File: src/rtl/mips_isa_pkg.sv
// MIPS instruction field layout, op/funct codes and ALU opcode encoding.
// Shared by the issue stage and the ALU.
package mips_isa_pkg;

  localparam int ALU_OP_W = 4;

  localparam logic [3:0] ALU_SLL  = 4'b0000;
  localparam logic [3:0] ALU_SRAV = 4'b0001;
  localparam logic [3:0] ALU_SRL  = 4'b0010;
  localparam logic [3:0] ALU_SRA  = 4'b0011;
  localparam logic [3:0] ALU_SRLV = 4'b0110;
  localparam logic [3:0] ALU_NOR  = 4'b0111;
  localparam logic [3:0] ALU_ADD  = 4'b1000;
  localparam logic [3:0] ALU_SLT  = 4'b1001;
  localparam logic [3:0] ALU_SLLV = 4'b1010;
  localparam logic [3:0] ALU_SUB  = 4'b1011;
  localparam logic [3:0] ALU_AND  = 4'b1100;
  localparam logic [3:0] ALU_OR   = 4'b1101;
  localparam logic [3:0] ALU_XOR  = 4'b1110;
  localparam logic [3:0] ALU_LUI  = 4'b1111;

  localparam logic [5:0] OP_RTYPE = 6'h00;
  localparam logic [5:0] OP_BEQ   = 6'h04;
  localparam logic [5:0] OP_BNE   = 6'h05;
  localparam logic [5:0] OP_ADDI  = 6'h08;
  localparam logic [5:0] OP_ADDIU = 6'h09;
  localparam logic [5:0] OP_SLTI  = 6'h0A;
  localparam logic [5:0] OP_ANDI  = 6'h0C;
  localparam logic [5:0] OP_ORI   = 6'h0D;
  localparam logic [5:0] OP_XORI  = 6'h0E;
  localparam logic [5:0] OP_LUI   = 6'h0F;

  localparam logic [5:0] FN_SLL  = 6'h00;
  localparam logic [5:0] FN_SRL  = 6'h02;
  localparam logic [5:0] FN_SRA  = 6'h03;
  localparam logic [5:0] FN_SLLV = 6'h04;
  localparam logic [5:0] FN_SRLV = 6'h06;
  localparam logic [5:0] FN_SRAV = 6'h07;
  localparam logic [5:0] FN_ADD  = 6'h20;
  localparam logic [5:0] FN_ADDU = 6'h21;
  localparam logic [5:0] FN_SUB  = 6'h22;
  localparam logic [5:0] FN_SUBU = 6'h23;
  localparam logic [5:0] FN_AND  = 6'h24;
  localparam logic [5:0] FN_OR   = 6'h25;
  localparam logic [5:0] FN_XOR  = 6'h26;
  localparam logic [5:0] FN_NOR  = 6'h27;
  localparam logic [5:0] FN_SLT  = 6'h2A;

  localparam int OP_HI  = 31, OP_LO  = 26;
  localparam int RS_HI  = 25, RS_LO  = 21;
  localparam int RT_HI  = 20, RT_LO  = 16;
  localparam int RD_HI  = 15, RD_LO  = 11;
  localparam int SH_HI  = 10, SH_LO  = 6;
  localparam int FN_HI  = 5,  FN_LO  = 0;
  localparam int IMM_HI = 15, IMM_LO = 0;

  typedef enum logic [1:0] {A_ZERO, A_RS, A_RT} opa_sel_e;
  typedef enum logic [2:0] {B_ZERO, B_RT, B_SHAMT, B_RS_LOW, B_IMM_SX, B_IMM_ZX} opb_sel_e;
  typedef enum logic [1:0] {W_NONE, W_RD, W_RT} wr_sel_e;

  function automatic logic is_load(input logic [5:0] op);
    return op[5:3] == 3'b100;
  endfunction

  function automatic logic is_store(input logic [5:0] op);
    return op[5:3] == 3'b101;
  endfunction

endpackage

File: src/rtl/alu_issue_decode.sv
// Combinational MIPS decode: instruction + rs/rt values -> ALU opcode,
// signed flag, operand pair, destination register and illegal flag.
module alu_issue_decode
  import mips_isa_pkg::*;
#(
  parameter int NB_DATA       = 32,
  parameter int NB_ALU_OPCODE = 4,
  parameter int NB_REG_ADDR   = 5
) (
  input  logic [31:0]              i_instruction,
  input  logic [NB_DATA-1:0]       i_rs_data,
  input  logic [NB_DATA-1:0]       i_rt_data,
  output logic [NB_DATA-1:0]       o_first_operator,
  output logic [NB_DATA-1:0]       o_second_operator,
  output logic [NB_ALU_OPCODE-1:0] o_alu_opcode,
  output logic                     o_signed_operation,
  output logic [NB_REG_ADDR-1:0]   o_write_reg,
  output logic                     o_illegal
);

  logic [5:0]  opc, funct;
  logic [4:0]  rt_addr, rd_addr, shamt;
  logic [15:0] imm;
  logic [4:0]  unused_rs_addr;

  assign opc            = i_instruction[OP_HI:OP_LO];
  assign funct          = i_instruction[FN_HI:FN_LO];
  assign rt_addr        = i_instruction[RT_HI:RT_LO];
  assign rd_addr        = i_instruction[RD_HI:RD_LO];
  assign shamt          = i_instruction[SH_HI:SH_LO];
  assign imm            = i_instruction[IMM_HI:IMM_LO];
  assign unused_rs_addr = i_instruction[RS_HI:RS_LO];

  logic [ALU_OP_W-1:0] alu_op;
  logic                sgn, ill;
  opa_sel_e            a_sel;
  opb_sel_e            b_sel;
  wr_sel_e             w_sel;

  always_comb begin
    alu_op = ALU_SLL;
    sgn    = 1'b0;
    ill    = 1'b0;
    a_sel  = A_ZERO;
    b_sel  = B_ZERO;
    w_sel  = W_NONE;
    case (opc)
      OP_RTYPE: begin
        w_sel = W_RD;
        a_sel = A_RS;
        b_sel = B_RT;
        case (funct)
          FN_SLL:  begin alu_op = ALU_SLL;  a_sel = A_RT; b_sel = B_SHAMT;  end
          FN_SRL:  begin alu_op = ALU_SRL;  a_sel = A_RT; b_sel = B_SHAMT;  end
          FN_SRA:  begin alu_op = ALU_SRA;  a_sel = A_RT; b_sel = B_SHAMT;  end
          FN_SLLV: begin alu_op = ALU_SLLV; a_sel = A_RT; b_sel = B_RS_LOW; end
          FN_SRLV: begin alu_op = ALU_SRLV; a_sel = A_RT; b_sel = B_RS_LOW; end
          FN_SRAV: begin alu_op = ALU_SRAV; a_sel = A_RT; b_sel = B_RS_LOW; end
          FN_ADD:  begin alu_op = ALU_ADD;  sgn = 1'b1; end
          FN_ADDU: alu_op = ALU_ADD;
          FN_SUB:  begin alu_op = ALU_SUB;  sgn = 1'b1; end
          FN_SUBU: alu_op = ALU_SUB;
          FN_AND:  alu_op = ALU_AND;
          FN_OR:   alu_op = ALU_OR;
          FN_XOR:  alu_op = ALU_XOR;
          FN_NOR:  alu_op = ALU_NOR;
          FN_SLT:  alu_op = ALU_SLT;
          default: begin
            ill   = 1'b1;
            a_sel = A_ZERO;
            b_sel = B_ZERO;
            w_sel = W_NONE;
          end
        endcase
      end
      OP_ADDI:  begin alu_op = ALU_ADD; sgn = 1'b1; a_sel = A_RS; b_sel = B_IMM_SX; w_sel = W_RT; end
      OP_ADDIU: begin alu_op = ALU_ADD; a_sel = A_RS; b_sel = B_IMM_SX; w_sel = W_RT; end
      OP_SLTI:  begin alu_op = ALU_SLT; a_sel = A_RS; b_sel = B_IMM_SX; w_sel = W_RT; end
      OP_ANDI:  begin alu_op = ALU_AND; a_sel = A_RS; b_sel = B_IMM_ZX; w_sel = W_RT; end
      OP_ORI:   begin alu_op = ALU_OR;  a_sel = A_RS; b_sel = B_IMM_ZX; w_sel = W_RT; end
      OP_XORI:  begin alu_op = ALU_XOR; a_sel = A_RS; b_sel = B_IMM_ZX; w_sel = W_RT; end
      OP_LUI:   begin alu_op = ALU_LUI; a_sel = A_RS; b_sel = B_IMM_ZX; w_sel = W_RT; end
      OP_BEQ, OP_BNE: begin alu_op = ALU_SUB; a_sel = A_RS; b_sel = B_RT; end
      default: begin
        // Loads and stores both compute the effective address; only loads write back.
        if (is_load(opc)) begin
          alu_op = ALU_ADD; a_sel = A_RS; b_sel = B_IMM_SX; w_sel = W_RT;
        end else if (is_store(opc)) begin
          alu_op = ALU_ADD; a_sel = A_RS; b_sel = B_IMM_SX;
        end else begin
          ill = 1'b1;
        end
      end
    endcase
  end

  always_comb begin
    case (a_sel)
      A_RS:    o_first_operator = i_rs_data;
      A_RT:    o_first_operator = i_rt_data;
      default: o_first_operator = '0;
    endcase
    case (b_sel)
      B_RT:     o_second_operator = i_rt_data;
      B_SHAMT:  o_second_operator = {{(NB_DATA-5){1'b0}}, shamt};
      B_RS_LOW: o_second_operator = {{(NB_DATA-5){1'b0}}, i_rs_data[4:0]};
      B_IMM_SX: o_second_operator = {{(NB_DATA-16){imm[15]}}, imm};
      B_IMM_ZX: o_second_operator = {{(NB_DATA-16){1'b0}}, imm};
      default:  o_second_operator = '0;
    endcase
    case (w_sel)
      W_RD:    o_write_reg = NB_REG_ADDR'(rd_addr);
      W_RT:    o_write_reg = NB_REG_ADDR'(rt_addr);
      default: o_write_reg = '0;
    endcase
  end

  assign o_alu_opcode       = NB_ALU_OPCODE'(alu_op);
  assign o_signed_operation = sgn;
  assign o_illegal          = ill;

endmodule

File: src/rtl/alu_issue_stage.sv
// ID->EX issue register: decoded ALU fields held behind a valid/ready
// handshake with stall, flush and an issued-instruction counter.
module alu_issue_stage
  import mips_isa_pkg::*;
#(
  parameter int NB_DATA       = 32,
  parameter int NB_ALU_OPCODE = 4,
  parameter int NB_REG_ADDR   = 5,
  parameter int NB_COUNT      = 32
) (
  input  logic                     i_clock,
  input  logic                     i_reset,
  input  logic                     i_valid,
  output logic                     o_ready,
  input  logic [31:0]              i_instruction,
  input  logic [NB_DATA-1:0]       i_rs_data,
  input  logic [NB_DATA-1:0]       i_rt_data,
  input  logic                     i_flush,
  input  logic                     i_ex_ready,
  output logic                     o_valid,
  output logic [NB_DATA-1:0]       o_first_operator,
  output logic [NB_DATA-1:0]       o_second_operator,
  output logic [NB_ALU_OPCODE-1:0] o_alu_opcode,
  output logic                     o_signed_operation,
  output logic [NB_REG_ADDR-1:0]   o_write_reg,
  output logic                     o_illegal,
  output logic [NB_COUNT-1:0]      o_issue_count
);

  logic [NB_DATA-1:0]       dec_a, dec_b;
  logic [NB_ALU_OPCODE-1:0] dec_op;
  logic                     dec_sgn, dec_ill;
  logic [NB_REG_ADDR-1:0]   dec_wr;

  alu_issue_decode #(
    .NB_DATA(NB_DATA), .NB_ALU_OPCODE(NB_ALU_OPCODE), .NB_REG_ADDR(NB_REG_ADDR)
  ) u_decode (
    .i_instruction     (i_instruction),
    .i_rs_data         (i_rs_data),
    .i_rt_data         (i_rt_data),
    .o_first_operator  (dec_a),
    .o_second_operator (dec_b),
    .o_alu_opcode      (dec_op),
    .o_signed_operation(dec_sgn),
    .o_write_reg       (dec_wr),
    .o_illegal         (dec_ill)
  );

  logic                     valid_q, valid_d;
  logic [NB_DATA-1:0]       a_q, a_d, b_q, b_d;
  logic [NB_ALU_OPCODE-1:0] op_q, op_d;
  logic                     sgn_q, sgn_d, ill_q, ill_d;
  logic [NB_REG_ADDR-1:0]   wr_q, wr_d;
  logic [NB_COUNT-1:0]      cnt_q, cnt_d;
  logic                     accept, ex_xfer;

  assign o_ready = !valid_q || i_ex_ready;
  assign accept  = i_valid && o_ready;
  assign ex_xfer = valid_q && i_ex_ready;

  always_comb begin
    valid_d = valid_q;
    a_d     = a_q;
    b_d     = b_q;
    op_d    = op_q;
    sgn_d   = sgn_q;
    ill_d   = ill_q;
    wr_d    = wr_q;
    // A transfer in the flush cycle already left the stage, so it still counts.
    cnt_d   = cnt_q + {{(NB_COUNT-1){1'b0}}, ex_xfer};
    if (i_flush) begin
      valid_d = 1'b0;
      a_d     = '0;
      b_d     = '0;
      op_d    = '0;
      sgn_d   = 1'b0;
      ill_d   = 1'b0;
      wr_d    = '0;
    end else if (accept) begin
      valid_d = 1'b1;
      a_d     = dec_a;
      b_d     = dec_b;
      op_d    = dec_op;
      sgn_d   = dec_sgn;
      ill_d   = dec_ill;
      wr_d    = dec_wr;
    end else if (ex_xfer) begin
      valid_d = 1'b0;
    end
  end

  always_ff @(posedge i_clock) begin
    if (i_reset) begin
      valid_q <= 1'b0;
      a_q     <= '0;
      b_q     <= '0;
      op_q    <= '0;
      sgn_q   <= 1'b0;
      ill_q   <= 1'b0;
      wr_q    <= '0;
      cnt_q   <= '0;
    end else begin
      valid_q <= valid_d;
      a_q     <= a_d;
      b_q     <= b_d;
      op_q    <= op_d;
      sgn_q   <= sgn_d;
      ill_q   <= ill_d;
      wr_q    <= wr_d;
      cnt_q   <= cnt_d;
    end
  end

  assign o_valid            = valid_q;
  assign o_first_operator   = a_q;
  assign o_second_operator  = b_q;
  assign o_alu_opcode       = op_q;
  assign o_signed_operation = sgn_q;
  assign o_write_reg        = wr_q;
  assign o_illegal          = ill_q;
  assign o_issue_count      = cnt_q;

endmodule

File: config.mk
export PLATFORM = sky130hd
export DESIGN_NAME = alu_issue_stage
export DESIGN_NICKNAME = d
export VERILOG_FILES = /design/src/rtl/mips_isa_pkg.sv /design/src/rtl/alu_issue_decode.sv /design/src/rtl/alu_issue_stage.sv
export SDC_FILE = /design/constraint.sdc
export NUM_CORES = 1
export LEC_CHECK = 0
export CAP_MARGIN = 10
export CORE_MARGIN = 2
export CORE_UTILIZATION = 45
export DETAILED_ROUTE_END_ITERATION = 16
export PLACE_DENSITY_LB_ADDON = 0.05
export SYNTH_ARGS = -nofsm -noshare
export SYNTH_HDL_FRONTEND = slang
export SYNTH_HIERARCHICAL = 1
export SYNTH_SLANG_ARGS = --single-unit
File: constraint.sdc
create_clock -name i_clock -period 2.5 [get_ports i_clock]
set_clock_uncertainty 0.1 [all_clocks]
set_input_delay 0.25 -clock i_clock [delete_from_list [all_inputs] [get_ports i_clock]]
set_output_delay 0.25 -clock i_clock [all_outputs]
set_load 0.02 [all_outputs]
==> results.json <==
{
  "overall_die_height_um": 114,
  "synth_warnings": 6,
  "timing.critical_path.cells": "clkdlybuf4s50_1 > buf_4 > or4_4 > nor4_4 > a21oi_2 > nor3_4 > buf_12 > a221o_1 > nand2_1 > a21oi_1",
  "tritoncts": "done",
  "slew_headroom_pct": 45.4,
  "htree_num_levels": 3,
  "period_share_pct": 94.3,
  "r2r_cells": 6,
  "worst-setup-path-type": "in2reg",
  "worst_hold_margin_ps": 357,
  "final_area_mm2": 0.00824,
  "placementRows": 40,
  "numPlacedInstances": 1068,
  "syn-num-nets": 831,
  "finish.utilization_pct": 68.9,
  "final_cell_count_no_fill": 1084,
  "hold_path.startpoint": "o_first_operator[17]",
  "port_buffers": 204,
  "cts.sink_count": 108,
  "run_status": "completed",
  "worst_pin_slew_ps": 819,
  "timing.rr.start": "o_valid",
  "layout_net_count": 1039,
  "critical_path_depth": 10,
  "globalRoute.busiestLayer": "met2",
  "area_growth_syn_to_layout_pct": 50.0,
  "final-seq-area_mm2": 0.00216,
  "route.final.wire_length_um": 18400,
  "synth_area_per_inst_um2": 7.59,
  "area_occupied_by_multi_input_gates_mm2": 0.00304,
  "detail-route-antenna-nets": 0,
  "final.min_clock_period_ps": 2360,
  "cts-buffers-inserted": 9,
  "drt_iter0_drc": 532,
  "synth-seq-area-share_pct": 39.4,
  "cellPowerDensity_mw_per_mm2": 453,
  "final_layout_size_suffix_gt1_share_pct": 9.28,
  "drt_drc_violations_left": 0,
  "detailed_place_hpwl_um": 13400,
  "ctsLongestPathBuffers": 2,
  "initial_utilization_pct": 45.9,
  "grtUsageMet2_pct": 47.0,
  "rsz_0062_raised_after_global_routing": "no",
  "timing.critical_path.slowest_cell_delay_ps": 530,
  "arrival_worst_endpoint_ps": 2530,
  "synth.cell_area_mm2": 0.00549,
  "detailedRoute.firstPassIterationCount": 5,
  "global_route.usage.met1_pct": 32.6,
  "clk_transition_reported_paths_ps": 70,
  "setup_violations_final": 0,
  "grt_first_pass_wirelength_um": 28700,
  "die_area_mm2": 0.0131,
  "critical_path.endpoint_type": "flip-flop",
  "num_io_pins": 210,
  "cp.required_ps": 2670,
  "floorplan.core_area_mm2": 0.0120,
  "cellLeakagePower_nw": 2.95,
  "min_delay_path_depth": 2,
  "met3_usage_pct": 7.73,
  "critical-path-top-delay-family": "simple AND/OR/NAND/NOR gates",
  "detailed_place.area_mm2": 0.00795,
  "ys_dominant_reg_cell": "sky130_fd_sc_hd__dfxtp_1",
  "vias": 5984,
  "master_cell_of_the_clock_root_buffer": "sky130_fd_sc_hd__clkbuf_16",
  "syn_inst": 724,
  "total_grt_overflow": 0,
  "worst_hold_path_type": "reg2reg",
  "routedWlPerCell_um": 16.9,
  "fmax_mhz": 424,
  "clock_insertion_delay_worst_skew_ps": 350,
  "setup_bufs_post_cts": 0,
  "antenna_cells": 0,
  "critical_path_buf_inv_count": 3,
  "synth_enable_flop_cells": 0,
  "layout_common_cells": "sky130_fd_sc_hd__clkdlybuf4s50_1, sky130_fd_sc_hd__nand2_1, sky130_fd_sc_hd__dfxtp_1",
  "flop_and_latch_count_out_of_synthesis": 108,
  "antenna_violations_before_repair": 0,
  "max_capacitance_violation_count": 0,
  "dieWidth_um": 114,
  "async_flop_share_pct": 0,
  "yosys.cell_types.count": 54,
  "critical_path.max_fanout": 32,
  "max-vdd-ir-drop_mv": 0.410,
  "finalWeightedCongestion": 0.950,
  "avgViaCountPerCell": 5.52,
  "timing.setup.tns_ps": 0,
  "largest_net_degree_at_the_start_of_global_routing": 77,
  "layout.cells.most_common": "sky130_fd_sc_hd__clkdlybuf4s50_1",
  "hold_viol_final": 0,
  "n_fill_cell": 1037,
  "gr_usage_total_pct": 27.7,
  "number_of_global_route_vias_before_repair": 5789,
  "timing_max_transition_violations_final": 0,
  "cp-start-kind": "input port",
  "startpoint": "i_instruction[31]",
  "cp_slowest_cell": "sky130_fd_sc_hd__or4_4"
}
## where the power goes
group	switching, mW	total, mW	internal, mW
logic	0.307	0.614	0.307
registers	0.0101	1.75	1.74
clock network	0.635	1.37	0.732
total	0.952	3.73	2.78
## per-layer routing
layer | part of all wire, % | vias up
met1 | 41 | 2773
met4 | 2.8 | 0
met2 | 48 | 242
met3 | 8.8 | 31
met5 | 0 | -
li1 | - | 2938
## metrics by stage
stage | power [mW] | setup slack [ps]
2_1_floorplan | 2.07 | 235
3_3_place_gp | 2.38 | -179
3_5_place_dp | 2.39 | -206
4_1_cts | 3.75 | 151
5_1_grt | 3.87 | 13.4
6_report | 3.73 | 142
## worst reg2reg max path: cells and delay by family (launching register included)
kind,cells,cell delay [ps]
adder cells (fa/ha/maj),1,180
flip-flops,1,360
AO/OA/AOI/OAI,1,160
AND/OR/NAND/NOR,4,1400
## cell type report
cell class,instances,share of cell area [%]
multi-input cells,547,36.9
repair buffers,253,30.6
flip-flops and latches,108,26.2
clock buffers,13,3.16
well taps,147,2.23
inverters,13,0.592
clock inverters,3,0.258
## timing repair
item | CTS | global route
hold buffers | 0 | 0
hold endpoints to repair | 0 | 0
resized for setup | 0 | 3
setup endpoints to repair | 0 | 27
## cells in the mapped netlist (7+ instances only)
cell | number | share of area (%)
sky130_fd_sc_hd__a21o_1 | 16 | 2.2
sky130_fd_sc_hd__a21oi_1 | 98 | 8.9
sky130_fd_sc_hd__a22o_1 | 16 | 2.6
sky130_fd_sc_hd__a22oi_1 | 37 | 5.1
sky130_fd_sc_hd__clkbuf_1 | 37 | 2.5
sky130_fd_sc_hd__dfxtp_1 | 108 | 39
sky130_fd_sc_hd__inv_1 | 13 | 0.89
sky130_fd_sc_hd__nand2_1 | 166 | 11
sky130_fd_sc_hd__nand3_1 | 12 | 1.1
sky130_fd_sc_hd__nand4_1 | 8 | 0.91
sky130_fd_sc_hd__nor2_1 | 67 | 4.6
sky130_fd_sc_hd__nor2b_1 | 11 | 1.3
sky130_fd_sc_hd__o21ai_0 | 13 | 1.2
sky130_fd_sc_hd__or3_1 | 9 | 1.0
sky130_fd_sc_hd__xor2_1 | 7 | 1.1
## cells by family after synthesis
family,share of synthesized area [%]
AO/OA/AOI/OAI,24.3
XOR/XNOR,2.07
flip-flops,39.4
multiplexers,1.02
AND/OR/NAND/NOR,26.3
adder cells (fa/ha/maj),1.37
buffers and inverters,5.58
## worst paths after layout
kind	end	slack [ps]
worst max register to register	o_issue_count[22]	240
worst max-delay path	o_second_operator[1]	140
worst min register to register	o_first_operator[17]	360
worst min-delay path	o_first_operator[17]	360
Power figures use the tool's default switching activity.
